$ cat src/rtl/mips_pkg.sv
// rtl/mips_pkg.sv - shared MIPS encodings for the multiply/divide unit
package mips_pkg;

    localparam int MD_DATA_W = 32;

    localparam logic [1:0] MD_MULT  = 2'b00;
    localparam logic [1:0] MD_MULTU = 2'b01;
    localparam logic [1:0] MD_DIV   = 2'b10;
    localparam logic [1:0] MD_DIVU  = 2'b11;

    typedef enum logic [1:0] {
        IDLE = 2'd0,
        MUL  = 2'd1,
        DIV  = 2'd2,
        DONE = 2'd3
    } md_state_e;

endpackage

$ cat src/rtl/muldiv_core.sv
// rtl/muldiv_core.sv - unsigned shift-add multiplier / restoring divider datapath
module muldiv_core #(
    parameter int DATA_W = 32
) (
    input  logic                  CLK,
    input  logic                  RST,
    input  logic                  load_i,
    input  logic                  step_i,
    input  logic                  kind_i,
    input  logic [DATA_W-1:0]     a_mag_i,
    input  logic [DATA_W-1:0]     b_mag_i,
    output logic [2*DATA_W-1:0]   prod_mag_o,
    output logic [DATA_W-1:0]     quo_mag_o,
    output logic [DATA_W-1:0]     rem_mag_o
);

    // acc holds the running high half (mul) or partial remainder (div);
    // shreg holds the multiplier bits / dividend bits being shifted out and
    // the product low half / quotient bits being shifted in.
    logic [DATA_W-1:0] acc_q, acc_d;
    logic [DATA_W-1:0] shreg_q, shreg_d;
    logic [DATA_W-1:0] opnd_q, opnd_d;
    logic              kind_q, kind_d;

    logic [DATA_W-1:0] addend;
    logic [DATA_W:0]   sum;
    logic [DATA_W:0]   shifted;
    logic [DATA_W:0]   diff;
    logic              ge;

    always_comb begin
        acc_d   = acc_q;
        shreg_d = shreg_q;
        opnd_d  = opnd_q;
        kind_d  = kind_q;
        addend  = shreg_q[0] ? opnd_q : '0;
        sum     = {1'b0, acc_q} + {1'b0, addend};
        shifted = {acc_q, shreg_q[DATA_W-1]};
        diff    = shifted - {1'b0, opnd_q};
        ge      = (shifted >= {1'b0, opnd_q});
        if (load_i) begin
            acc_d  = '0;
            kind_d = kind_i;
            if (kind_i) begin
                opnd_d  = b_mag_i;
                shreg_d = a_mag_i;
            end else begin
                opnd_d  = a_mag_i;
                shreg_d = b_mag_i;
            end
        end else if (step_i) begin
            if (!kind_q) begin
                acc_d   = sum[DATA_W:1];
                shreg_d = {sum[0], shreg_q[DATA_W-1:1]};
            end else if (ge) begin
                acc_d   = diff[DATA_W-1:0];
                shreg_d = {shreg_q[DATA_W-2:0], 1'b1};
            end else begin
                acc_d   = shifted[DATA_W-1:0];
                shreg_d = {shreg_q[DATA_W-2:0], 1'b0};
            end
        end
    end

    always_ff @(posedge CLK or negedge RST) begin
        if (!RST) begin
            acc_q   <= '0;
            shreg_q <= '0;
            opnd_q  <= '0;
            kind_q  <= 1'b0;
        end else begin
            acc_q   <= acc_d;
            shreg_q <= shreg_d;
            opnd_q  <= opnd_d;
            kind_q  <= kind_d;
        end
    end

    assign prod_mag_o = {acc_q, shreg_q};
    assign quo_mag_o  = shreg_q;
    assign rem_mag_o  = acc_q;

endmodule

$ cat src/rtl/muldiv_sequencer.sv
// rtl/muldiv_sequencer.sv - MIPS mult/div FSM with HI/LO registers and EX-stage stall
module muldiv_sequencer
    import mips_pkg::*;
#(
    parameter int DATA_W = MD_DATA_W,
    parameter int CNT_W  = 6
) (
    input  logic                  CLK,
    input  logic                  RST,
    input  logic                  start_E,
    input  logic [1:0]            op_E,
    input  logic [DATA_W-1:0]     src_a_E,
    input  logic [DATA_W-1:0]     src_b_E,
    input  logic                  hilo_rd_E,
    input  logic                  mt_en_E,
    input  logic                  mt_sel_E,
    input  logic [DATA_W-1:0]     mt_data_E,
    output logic                  stall,
    output logic                  busy,
    output logic [2*DATA_W-1:0]   product,
    output logic [DATA_W-1:0]     quotient,
    output logic [DATA_W-1:0]     remainder,
    output logic                  mult_ready,
    output logic                  div_ready,
    output logic                  hi_lo_en,
    output logic [DATA_W-1:0]     hi,
    output logic [DATA_W-1:0]     lo
);

    localparam logic [CNT_W-1:0] LAST_STEP = CNT_W'(DATA_W - 1);

    md_state_e             state_q, state_d;
    logic [CNT_W-1:0]      cnt_q, cnt_d;
    logic                  neg_q, neg_d;
    logic                  rem_neg_q, rem_neg_d;
    logic                  div0_q, div0_d;
    logic                  is_div_q, is_div_d;
    logic [DATA_W-1:0]     hi_q, hi_d, lo_q, lo_d;
    logic [2*DATA_W-1:0]   product_q, product_d;
    logic [DATA_W-1:0]     quotient_q, quotient_d;
    logic [DATA_W-1:0]     remainder_q, remainder_d;
    logic                  mult_ready_q, mult_ready_d;
    logic                  div_ready_q, div_ready_d;
    logic                  hi_lo_en_q, hi_lo_en_d;

    logic                  core_load, core_step;
    logic                  op_signed;
    logic [DATA_W-1:0]     a_mag, b_mag;
    logic [2*DATA_W-1:0]   prod_mag, prod_fix;
    logic [DATA_W-1:0]     quo_mag, rem_mag, quo_fix, rem_fix;

    assign op_signed = ~op_E[0];
    assign a_mag     = (op_signed && src_a_E[DATA_W-1]) ? -src_a_E : src_a_E;
    assign b_mag     = (op_signed && src_b_E[DATA_W-1]) ? -src_b_E : src_b_E;

    assign busy  = (state_q != IDLE);
    assign stall = busy && (start_E || hilo_rd_E || mt_en_E);

    muldiv_core #(.DATA_W(DATA_W)) u_core (
        .CLK        (CLK),
        .RST        (RST),
        .load_i     (core_load),
        .step_i     (core_step),
        .kind_i     (op_E[1]),
        .a_mag_i    (a_mag),
        .b_mag_i    (b_mag),
        .prod_mag_o (prod_mag),
        .quo_mag_o  (quo_mag),
        .rem_mag_o  (rem_mag)
    );

    // Divide by zero keeps the all-ones quotient regardless of sign; the
    // remainder naturally reconstructs the dividend from |a| and a's sign.
    assign prod_fix = neg_q ? -prod_mag : prod_mag;
    assign quo_fix  = div0_q ? '1 : (neg_q ? -quo_mag : quo_mag);
    assign rem_fix  = rem_neg_q ? -rem_mag : rem_mag;

    always_comb begin
        state_d      = state_q;
        cnt_d        = cnt_q;
        neg_d        = neg_q;
        rem_neg_d    = rem_neg_q;
        div0_d       = div0_q;
        is_div_d     = is_div_q;
        hi_d         = hi_q;
        lo_d         = lo_q;
        product_d    = product_q;
        quotient_d   = quotient_q;
        remainder_d  = remainder_q;
        mult_ready_d = 1'b0;
        div_ready_d  = 1'b0;
        hi_lo_en_d   = 1'b0;
        core_load    = 1'b0;
        core_step    = 1'b0;
        case (state_q)
            IDLE: begin
                if (start_E && !stall) begin
                    core_load = 1'b1;
                    cnt_d     = '0;
                    is_div_d  = op_E[1];
                    state_d   = op_E[1] ? DIV : MUL;
                    neg_d     = op_signed && (src_a_E[DATA_W-1] ^ src_b_E[DATA_W-1]);
                    rem_neg_d = op_signed && src_a_E[DATA_W-1];
                    div0_d    = (src_b_E == '0);
                end else if (mt_en_E) begin
                    if (mt_sel_E) hi_d = mt_data_E;
                    else          lo_d = mt_data_E;
                end
            end
            MUL, DIV: begin
                core_step = 1'b1;
                cnt_d     = cnt_q + 1'b1;
                if (cnt_q == LAST_STEP) state_d = DONE;
            end
            DONE: begin
                state_d    = IDLE;
                hi_lo_en_d = 1'b1;
                if (is_div_q) begin
                    quotient_d  = quo_fix;
                    remainder_d = rem_fix;
                    hi_d        = rem_fix;
                    lo_d        = quo_fix;
                    div_ready_d = 1'b1;
                end else begin
                    product_d    = prod_fix;
                    hi_d         = prod_fix[2*DATA_W-1:DATA_W];
                    lo_d         = prod_fix[DATA_W-1:0];
                    mult_ready_d = 1'b1;
                end
            end
            default: state_d = IDLE;
        endcase
    end

    always_ff @(posedge CLK or negedge RST) begin
        if (!RST) begin
            state_q      <= IDLE;
            cnt_q        <= '0;
            neg_q        <= 1'b0;
            rem_neg_q    <= 1'b0;
            div0_q       <= 1'b0;
            is_div_q     <= 1'b0;
            hi_q         <= '0;
            lo_q         <= '0;
            product_q    <= '0;
            quotient_q   <= '0;
            remainder_q  <= '0;
            mult_ready_q <= 1'b0;
            div_ready_q  <= 1'b0;
            hi_lo_en_q   <= 1'b0;
        end else begin
            state_q      <= state_d;
            cnt_q        <= cnt_d;
            neg_q        <= neg_d;
            rem_neg_q    <= rem_neg_d;
            div0_q       <= div0_d;
            is_div_q     <= is_div_d;
            hi_q         <= hi_d;
            lo_q         <= lo_d;
            product_q    <= product_d;
            quotient_q   <= quotient_d;
            remainder_q  <= remainder_d;
            mult_ready_q <= mult_ready_d;
            div_ready_q  <= div_ready_d;
            hi_lo_en_q   <= hi_lo_en_d;
        end
    end

    assign hi         = hi_q;
    assign lo         = lo_q;
    assign product    = product_q;
    assign quotient   = quotient_q;
    assign remainder  = remainder_q;
    assign mult_ready = mult_ready_q;
    assign div_ready  = div_ready_q;
    assign hi_lo_en   = hi_lo_en_q;

endmodule

$ cat config.mk
export PLATFORM = sky130hd
export DESIGN_NAME = muldiv_sequencer
export DESIGN_NICKNAME = d
export VERILOG_FILES = /design/src/rtl/mips_pkg.sv /design/src/rtl/muldiv_core.sv /design/src/rtl/muldiv_sequencer.sv
export SDC_FILE = /design/constraint.sdc
export NUM_CORES = 1
export LEC_CHECK = 0
export CAP_MARGIN = 10
export CORE_MARGIN = 10
export CORE_UTILIZATION = 32
export DETAILED_ROUTE_END_ITERATION = 7
export GPL_TIMING_DRIVEN = 0
export MAX_ROUTING_LAYER = met4
export SYNTH_ARGS = -nofsm -noshare
export SYNTH_HDL_FRONTEND = slang
export SYNTH_HIERARCHICAL = 1
export SYNTH_SLANG_ARGS = --single-unit
$ cat constraint.sdc
create_clock -name CLK -period 8.3 [get_ports CLK]
set_input_delay 1.66 -clock CLK [delete_from_list [all_inputs] [get_ports CLK]]
set_output_delay 1.66 -clock CLK [all_outputs]
set_load 0.05 [all_outputs]
# Word-level counts from Yosys, hierarchy flattened
# Cells that the tools add are included.
[totals] ff_bits=304 latchBits=0 ram_bits=0 mem_bits_ro=0 input_bits=104 out_inout_bits=197 memories=0
[op_classes] add_sub_neg=8 n_mul=0 div=0 magnitude_cmp=1 n_eq_ne=10 shifts=0 muxes=41 n_bitwise=3 n_reduce_logical=22
[op_table] op="2-to-1 mux 32 bit" n=23
[op_table] op="negation 32 bit" n=4
[op_table] op="one-hot mux 32 bit (2 select lines)" n=2
[op_table] op="2-to-1 mux 64 bit" n=1
[op_table] op="negation 64 bit" n=1
[op_table] op="adder 32 x 32 -> 33 bit" n=1
[op_table] op=">= comparator 33 x 32 -> 1 bit" n=1
[op_table] op="zero test 32 bit" n=1
[op_table] op="subtractor 32 bit" n=1
[op_table] op="!= test 2 bit, second input constant" n=6
[op_table] op="one-hot mux 6 bit (2 select lines)" n=1
[op_table] op="AND reduction 2 bit" n=5
[op_table] op="2-to-1 mux 1 bit" n=9
[op_table] op="AND reduction 4 bit" n=2
[op_table] op="nonzero test 2 bit" n=4
[op_table] op="adder 6 x 1 -> 6 bit, second input constant" n=1
[op_table] op="equality test 6 x 5 -> 1 bit, second input constant" n=1
[op_table] op="2-to-1 mux 2 bit" n=3
[op_table] op="2-to-1 mux 6 bit" n=1
[op_table] op="one-hot mux 2 bit (3 select lines)" n=1
[op_table] op="logical AND 1 bit" n=5
[op_table] op="equality test 2 bit, second input constant" n=2
[op_table] op="equality test 2 x 1 -> 1 bit, second input constant" n=1
[op_table] op="zero test 2 bit" n=1
[op_table] op="5 further kinds" n=7

# Depth between registers and ports, before layout
# Gate-level depths: netlist of the first run.
[logic_depth] depth_word=8 ltp_mapped=15 ltp_nobuf=14

# Cells and area by module
# Netlist of the first run, hierarchy kept.
[by_module_without_submodules] module="muldiv_sequencer" instances=1 cells_each=1652 area_each_um2=13693.1 seq_area_each_um2=5180.0
[by_module_without_submodules] module="muldiv_core" instances=1 cells_each=1149 area_each_um2=9371.5 seq_area_each_um2=2427.3

# Worst setup path before layout of the first run
# Ideal clock, no wire load.
[synth_path] path_type="input -> output" from="in hilo_rd_E" to="out stall" arrival_time_ns=2.339 required_ns=6.640 slack_ns=4.301 cell_stages=2 cell_sequence="nor3_1 > nor2_1"
[synth_between] elab_chain_len=3
[synth_rtl] element="start, declared" line="muldiv_sequencer.sv:14" source="input logic hilo_rd_E,"
[synth_rtl] element="logical OR 1 bit (2 in series)" line="muldiv_sequencer.sv:57" source="assign stall = busy && (start_E || hilo_rd_E || mt_en_E);"
[synth_rtl] element="logical AND 1 bit" line="muldiv_sequencer.sv:57"
[synth_rtl] element="end, declared" line="muldiv_sequencer.sv:18" source="output logic stall,"
# No other way between the ends.

# Worst setup path in the final report of the first run
[layout_path] from="in start_E" to="out stall"
[layout_between] elab_chain_len=3
[layout_rtl] element="start, declared" line="muldiv_sequencer.sv:10" source="input logic start_E,"
[layout_rtl] element="logical OR 1 bit (2 in series)" line="muldiv_sequencer.sv:57"
[layout_rtl] element="logical AND 1 bit" line="muldiv_sequencer.sv:57"
# No other way between the ends.

==> results of run 1 <==
metal layers:
layer	vias to the layer above	global-route usage [%]	wire, um
li1	10800	-	-
met1	11400	33.5	45200
met2	1244	38.8	47900
met3	209	5.52	10400
met4	0	9.64	4550
met5	-	-	0
stage by stage:
stage               util [%]  instances
global route            40.1       4126
global placement        38.1       4051
detailed placement      38.2       4055
finish                  40.1       4126
floorplan                  -       2801
CTS                     40.1       4122
cells in the final DEF, fill, tap and decap left out, drive strengths merged, types with 70 or more instances in the layout:
master         instances
dfrtp                304
clkdlybuf4s50        299
nand2                284
nor2                 266
o21ai                214
a21oi                202
clkbuf               189
mux2i                118
xor2                 116
buf                  107
xnor2                100
inv                   81
ha                    72
a21o                  70
flip-flops by register name, indices dropped and copies added (netlist names), 2 cells and up:
| signal | flops |
|---|---|
| u_core/quo_mag_o | 32 |
| cnt_q | 6 |
| u_core/opnd_q | 32 |
| remainder | 32 |
| quotient | 32 |
| u_core/rem_mag_o | 32 |
| lo | 32 |
| state_q | 2 |
| product | 64 |
| hi | 32 |
cell families after synthesis:
kind of cell	synth area share (%)
and+or+nand+nor	19.6
muxes	5.76
xor gates and xnor gates	8.20
buffers and inverters	6.40
DFF	33.0
adders and majority gates	4.08
AOI/OAI and AO/OA	23.0
path summary, 6_finish.rpt:
path / startpoint / to / slack [ps] / depth (start not counted)
setup reg to reg: u_core/quo_mag_o[0] / u_core/rem_mag_o[31] / 3330 / 15
hold reg to reg: remainder[22] / remainder[22] / 470 / 1
min in group asynchronous: RST / remainder[12] / 1080 / 1
max in group asynchronous: RST / u_core/quo_mag_o[14] / 6060 / 2
setup / recovery: start_E / stall / 3310 / 4
hold / removal: remainder[22] / remainder[22] / 470 / 1
cell type report:
class,count,area [um2]
Multi-Input combinational cell,2181,14000
Fill cell,7323,42800
Buffer,233,1160
Sequential cell,304,7610
Antenna cell,2,5.00
Tap cell,950,1190
Clock buffer,56,1120
Clock inverter,11,205
Timing Repair Buffer,306,3080
Inverter,83,312
power breakdown:
group          internal, mW  switching, mW  leakage [nW]
sequential             2.18           1.04          3.67
combinational          3.36           6.28          7.73
clock                  1.09          0.708         0.646
total                  6.64           8.03          12.0
critical path: stages:
cell and delay, ps:
clkdlybuf4s50_1 670, nor3_1 90, nor2_1 90, clkdlybuf4s50_1 810
==> impl_metrics.ini, run 1 <==
[outcome]
status = complete, no violations

[layout]
layout-drive-gt1-share_pct = 6.30
stdcell_area_um2 = 28700
nets = 3326
area_growth_pct = 24.3

[clocking]
ctsHoldBuffers = 0
cts_root_buf = clkbuf_16
path_clk_slew_ps = 60
h-tree-depth = 2
cts.repair.resized = 0
clockBufferDepth = 3
clkLatencyLatePin_ps = 580
clock_sinks = 304
cts_buffers = 39
cts_tree = yes
postCtsSetupBuffers = 0

[power]
p_total_mw = 14.7
vdd_ir_drop_max_mv = 0.269
powerDensity_nw_per_um2 = 512
p_leak_nw = 12.0

[timing]
setup_viol = 0
fin_tns_setup_ps = 0
finalHoldViolCount = 0
setup_ws_ps = 3310
hold_slack_ps = 475
maxSlewViolCount = 0
rsz0062_at_grt = no
finalCritPeriodShare_pct = 60.2
fmax_mhz = 200
tightest_slew_ps = 1100
period_minus_slack_ps = 4990
max_slew_margin_pct = 25.8
skew_ps = 31.7

[detailed_routing]
drc = 0
vias_per_cell = 5.73
drtPass1Iterations = 6
vias = 23600
post_drt_wl_per_cell_um = 26.2
wl_um = 108000
drtIter0Drc = 2538
drtAntennaViolNets = 0

[worst_setup_path]
crit_type = in2out
critPathLaunchType = input port
worstPathMaxFanout = 6
end_kind = primary output
required_ps = 6640
arrival_ps = 3330

[placed_design]
place_area_um2 = 27300
pre_cts_slack_ps = 3120
port_buffers = 300
hpwl_um = 86200
gp_routability_congestion = 1.00

[yosys]
netlist_area_um2 = 23100
synthArstFlopShare_pct = 100
syn_inst = 2801
synth_ff_type = dfrtp_1
post-synth-top-area-cell = dfrtp_1
ys.warnings.count = 6
syn_avg_cell_area_um2 = 8.23
synth_edf_count = 0
yosys-top-cells-count = 304 x dfrtp_1, 284 x nand2_1, 266 x nor2_1
syn_nets = 2979
synth.distinct_cells = 88
ys_seq_area_share_pct = 33.0
netlist_top_cells_area = dfrtp_1 33%, mux2i_1 5.1%, nand2_1 4.6%, o21ai_0 4.5%, xor2_1 4.4%
netlist.area_leader.share_pct = 33.0
synth.ff_latch_count = 304
yosysMostFrequentCell = dfrtp_1

[floorplanning]
core.rowCount = 98
coreArea_um2 = 71500
dieHeight_um = 288
io_pins = 301
die_area_um2 = 83200
start_util_pct = 32.3
dieWidth_um = 288

[global_route]
grt_first_pass_wirelength_um = 157000
grt.total_usage_pct = 25.8
grt_max_degree = 118
antenna_found_initial = 2
grt_pass1_vias = 22500
grt.overflow.total = 0

[min_path]
worst_hold_path_type = reg2reg

[flow_run]
drv_cap = 0
Power figures use the tool's default switching activity.
==> run 2, diff against run 1 <==
==> constraint.sdc (replaced) <==
create_clock -name CLK -period 5.1 [get_ports CLK]
set_input_delay 1.02 -clock CLK [delete_from_list [all_inputs] [get_ports CLK]]
set_output_delay 1.02 -clock CLK [all_outputs]
set_load 0.05 [all_outputs]
==> impl_metrics.ini, run 2 (synthesis gave the netlist of run 1 again) <==
[flow_run]
drv_cap = 0

[floorplanning]
core.rowCount = 98
die_area_um2 = 83200
start_util_pct = 32.3
coreArea_um2 = 71500
io_pins = 301
dieWidth_um = 288
dieHeight_um = 288

[placed_design]
gp_routability_congestion = 1.00
hpwl_um = 86200
port_buffers = 300
pre_cts_slack_ps = 303

[timing]
skew_ps = 31.5
finalCritPeriodShare_pct = 93.5
setup_ws_ps = 331
maxSlewViolCount = 0
fin_tns_setup_ps = 0
tightest_slew_ps = 1100
period_minus_slack_ps = 4770
rsz0062_at_grt = no
max_slew_margin_pct = 26.0
finalHoldViolCount = 0
fmax_mhz = 210
setup_viol = 0

[worst_setup_path]
worstPathMaxFanout = 11
end_kind = flop
crit_type = reg2reg
required_ps = 5570
arrival_ps = 5240
critPathLaunchType = flop

[layout]
nets = 3326
final_cell_mix = 304 x dfrtp_1, 299 x clkdlybuf4s50_1, 284 x nand2_1
final_core_util_pct = 40.1
largest_register_ffs = 64
layout-drive-gt1-share_pct = 6.33
layout_commonest_cell = dfrtp_1
area_growth_pct = 24.3

[clocking]
clock_sinks = 304
clockBufferDepth = 3
postCtsSetupBuffers = 0
cts.repair.resized = 0
h-tree-depth = 2
clkLatencyLatePin_ps = 580
cts_root_buf = clkbuf_16
ctsHoldBuffers = 0
path_clk_slew_ps = 60
cts_tree = yes
cts_buffers = 39

[global_route]
grt_first_pass_wirelength_um = 157000
grt.overflow.total = 0
grt_max_degree = 118
grt.total_usage_pct = 25.8
antenna_found_initial = 2
grt_pass1_vias = 22500

[detailed_routing]
wl_um = 108000
drtAntennaViolNets = 0
drtIter0Drc = 2571
vias = 23700
post_drt_wl_per_cell_um = 26.2
drtPass1Iterations = 8
vias_per_cell = 5.75
drc = 0

[power]
p_leak_nw = 12.0
p_total_mw = 23.9
p_clk_share_pct = 12.3
p_switching_mw = 13.1
vdd_ir_drop_max_mv = 0.439
power_switching_share_pct = 54.8
pwr-share-comb_pct = 65.8
p_int_mw = 10.8
seqPwrFrac_pct = 22.0
powerDensity_nw_per_um2 = 833

[outcome]
status = complete, no violations

[min_path]
worst_hold_path_type = in2async
==> run 2: changes by cell type in the layout (fill, tap and decap cells not counted) <==
cell      before  now
clkbuf_2       1    2
clkbuf_1     141  140
==> run 2: path summary, 6_finish.rpt <==
check,slack [ps],start,to,depth (start not counted)
worst max-delay path,330,u_core/quo_mag_o[0],u_core/rem_mag_o[31],15
worst min-delay path,440,RST,remainder[12],1
worst max register to register,330,u_core/quo_mag_o[0],u_core/rem_mag_o[31],15
worst min register to register,470,remainder[22],remainder[22],1
max in group asynchronous,3500,RST,u_core/quo_mag_o[14],2
min in group CLK,470,remainder[22],remainder[22],1
==> run 2: layout make-up <==
class | instances | area, um2
fill | 7324 | 42800
timing repair buffer | 306 | 3080
multi-input combinational | 2181 | 14000
clock buffer | 56 | 1120
clock inverter | 11 | 205
tap | 950 | 1190
buffer | 233 | 1170
inverter | 83 | 312
sequential | 304 | 7610
antenna | 2 | 5.00
==> run 2: critical path, cell delays in order, from the launching register on <==
cell and delay, ps:
dfrtp_1 710, clkbuf_2 400, and2_1 180, ha_1 190
inv_1 60, fa_1 370, nand2b_1 200, a21o_1 210
a31oi_1 480, a221o_1 390, a221oi_2 140, o21ai_0 600
a41oi_1 220, o21ai_0 220, a21boi_0 130, a21oi_1 150
==> run 2: power by group through the flow <==
| stage | Combinational, mW | Sequential (mW) | Clock, mW |
|---|---|---|---|
| finish | 15.7 | 5.24 | 2.93 |
| global route | 16.8 | 5.32 | 3.09 |
| CTS | 15.5 | 5.18 | 2.98 |
| detailed placement | 15.4 | 5.21 | 0 |
| floorplan | 8.20 | 6.82 | 0 |
| global placement | 15.4 | 5.20 | 0 |
==> run 2: layer usage <==
metal | share of wire (%) | up-vias | global-route usage (%) | routed length, um
met5 | 0 | - | - | 0
met4 | 4.2 | 0 | 9.64 | 4510
met3 | 9.8 | 211 | 5.52 | 10600
met2 | 44 | 1293 | 38.8 | 47900
met1 | 42 | 11500 | 33.5 | 45100
li1 | - | 10800 | - | -
==> run 2: stage by stage <==
step	hold WS (ps)	instance area (um2)	std cells
CTS	470	28700	4122
finish	443	28700	4126
floorplan	474	23100	2801
global route	494	28700	4126
global placement	460	27300	4051
detailed placement	463	27300	4055
==> run 3, diff against run 2 <==
--- a/config.mk
+++ b/config.mk
@@ -8,9 +8,10 @@
 export CAP_MARGIN = 10
 export CORE_MARGIN = 10
 export CORE_UTILIZATION = 32
+export CTS_BUF_LIST = sky130_fd_sc_hd__clkbuf_16
 export DETAILED_ROUTE_END_ITERATION = 7
 export GPL_TIMING_DRIVEN = 0
-export MAX_ROUTING_LAYER = met4
+export RECOVER_POWER = 50
 export SYNTH_ARGS = -nofsm -noshare
 export SYNTH_HDL_FRONTEND = slang
 export SYNTH_HIERARCHICAL = 1
==> impl_metrics.ini, run 3 (synthesis gave the netlist of run 1 again) <==
[timing]
tightest_slew_ps = 3200
period_minus_slack_ps = 4830
max_slew_margin_pct = -114
finalHoldViolCount = 0
hold_slack_ps = 469
finalCritPeriodShare_pct = 94.7
skew_ps = 13.5
rsz0062_at_grt = no
maxSlewViolCount = 58
setup_viol = 0
fmax_mhz = 207

[power]
p_switching_mw = 13.1
p_leak_nw = 12.1
vdd_ir_drop_max_mv = 0.397
seqPwrFrac_pct = 22.0
p_int_mw = 10.7
powerDensity_nw_per_um2 = 829
power_switching_share_pct = 55.1
p_total_mw = 23.7
pwr-share-comb_pct = 65.7
p_clk_share_pct = 12.3

[worst_setup_path]
critPathLaunchType = flop
reg2reg_depth = 14
required_ps = 5560
worstPathMaxFanout = 11
arrival_ps = 5290
end_kind = flop
crit_type = reg2reg

[placed_design]
gp_routability_congestion = 0.979
hpwl_um = 86100
port_buffers = 300

[detailed_routing]
drc = 0
drtAntennaViolNets = 0
vias = 23600
vias_per_cell = 5.73
wl_um = 107000
drtPass1Iterations = 6
post_drt_wl_per_cell_um = 26.0
drtIter0Drc = 2391

[layout]
diodes = 0
layout_commonest_cell = dfrtp_1
final_cell_mix = 304 x dfrtp_1, 284 x nand2_1, 266 x nor2_1
fill_cells = 7335
multi_input_area_um2 = 14000
area_growth_pct = 24.0
nets = 3324
largest_register_ffs = 64
layout-drive-gt1-share_pct = 6.05
seqCellArea_um2 = 7610

[min_path]
worst_hold_path_type = reg2reg
hold_path_depth = 1

[clocking]
clkLatencyLatePin_ps = 580
cts_tree = yes
postCtsSetupBuffers = 0
cts.repair.resized = 0
clock_sinks = 304
h-tree-depth = 2
path_clk_slew_ps = 60
cts_root_buf = clkbuf_16
cts_buffers = 38
ctsHoldBuffers = 0
clockBufferDepth = 3

[floorplanning]
core.rowCount = 98
io_pins = 301
dieWidth_um = 288
start_util_pct = 32.3
coreArea_um2 = 71500
die_area_um2 = 83200
dieHeight_um = 288

[global_route]
grt_first_pass_wirelength_um = 156000
grt_pass1_vias = 22500
grt.total_usage_pct = 24.8
grt.overflow.total = 0
antenna_found_initial = 2
grt_max_degree = 88

[outcome]
violations = capacitance limit, slew limit
status = finished with violations

[flow_run]
drv_cap = 1
-- run 3: cell type report --
type,instances,area share [%]
well taps,950,4.15
repair buffers,305,10.7
inverters,83,1.09
multi-input cells,2181,48.9
plain buffers,233,4.03
flip-flops and latches,304,26.6
clock inverters,31,1.16
clock buffers,39,3.41
-- run 3: final timing paths --
path	start	endpoint	slack, ps
worst max-delay path	u_core/quo_mag_o[0]	u_core/rem_mag_o[29]	270
worst min-delay path	remainder[22]	remainder[22]	470
worst max register to register	u_core/quo_mag_o[0]	u_core/rem_mag_o[29]	270
worst min register to register	remainder[22]	remainder[22]	470
max in group asynchronous	RST	u_core/quo_mag_o[14]	810
min in group asynchronous	RST	remainder[12]	1500
-- run 3: metal layers --
metal | up-vias | track usage (%) | routed length [um]
li1 | 10800 | - | -
met2 | 1215 | 38.8 | 47800
met3 | 214 | 6.22 | 10500
met5 | - | 0 | 27
met4 | 4 | 9.99 | 4740
met1 | 11400 | 32.4 | 44400
-- run 3: power by group through the flow --
stage,clock (mW),combinational [mW],sequential (mW)
detailed placement,0,15.4,5.21
finish,2.92,15.6,5.22
global route,3.05,16.7,5.30
global placement,0,15.4,5.19
floorplan,0,8.20,6.82
CTS,2.96,15.5,5.17
-- run 3: through the flow --
step	TNS (ps)	instances	cell area [um2]	setup WS [ps]	utilization, %
after floorplan	0	2801	23100	1860	-
after global placement	-3296560	4051	27300	-10910	38.1
after detailed placement	0	4056	27400	247	38.3
after CTS	0	4126	28700	222	40.1
after global routing	0	4126	28600	73.2	40.0
final	0	4126	28600	272	40.0
-- run 3: worst max-delay path, stage by stage (launching register included) --
cell and delay [ps]:
dfrtp_1 700, clkbuf_1 630, and2_1 230, ha_1 200
inv_1 70, fa_1 370, nand2b_1 200, a21o_1 210
a31oi_1 490, a221o_1 410, a221oi_2 150, o21ai_1 450
a31oi_1 180, xnor2_1 180, a22o_1 240
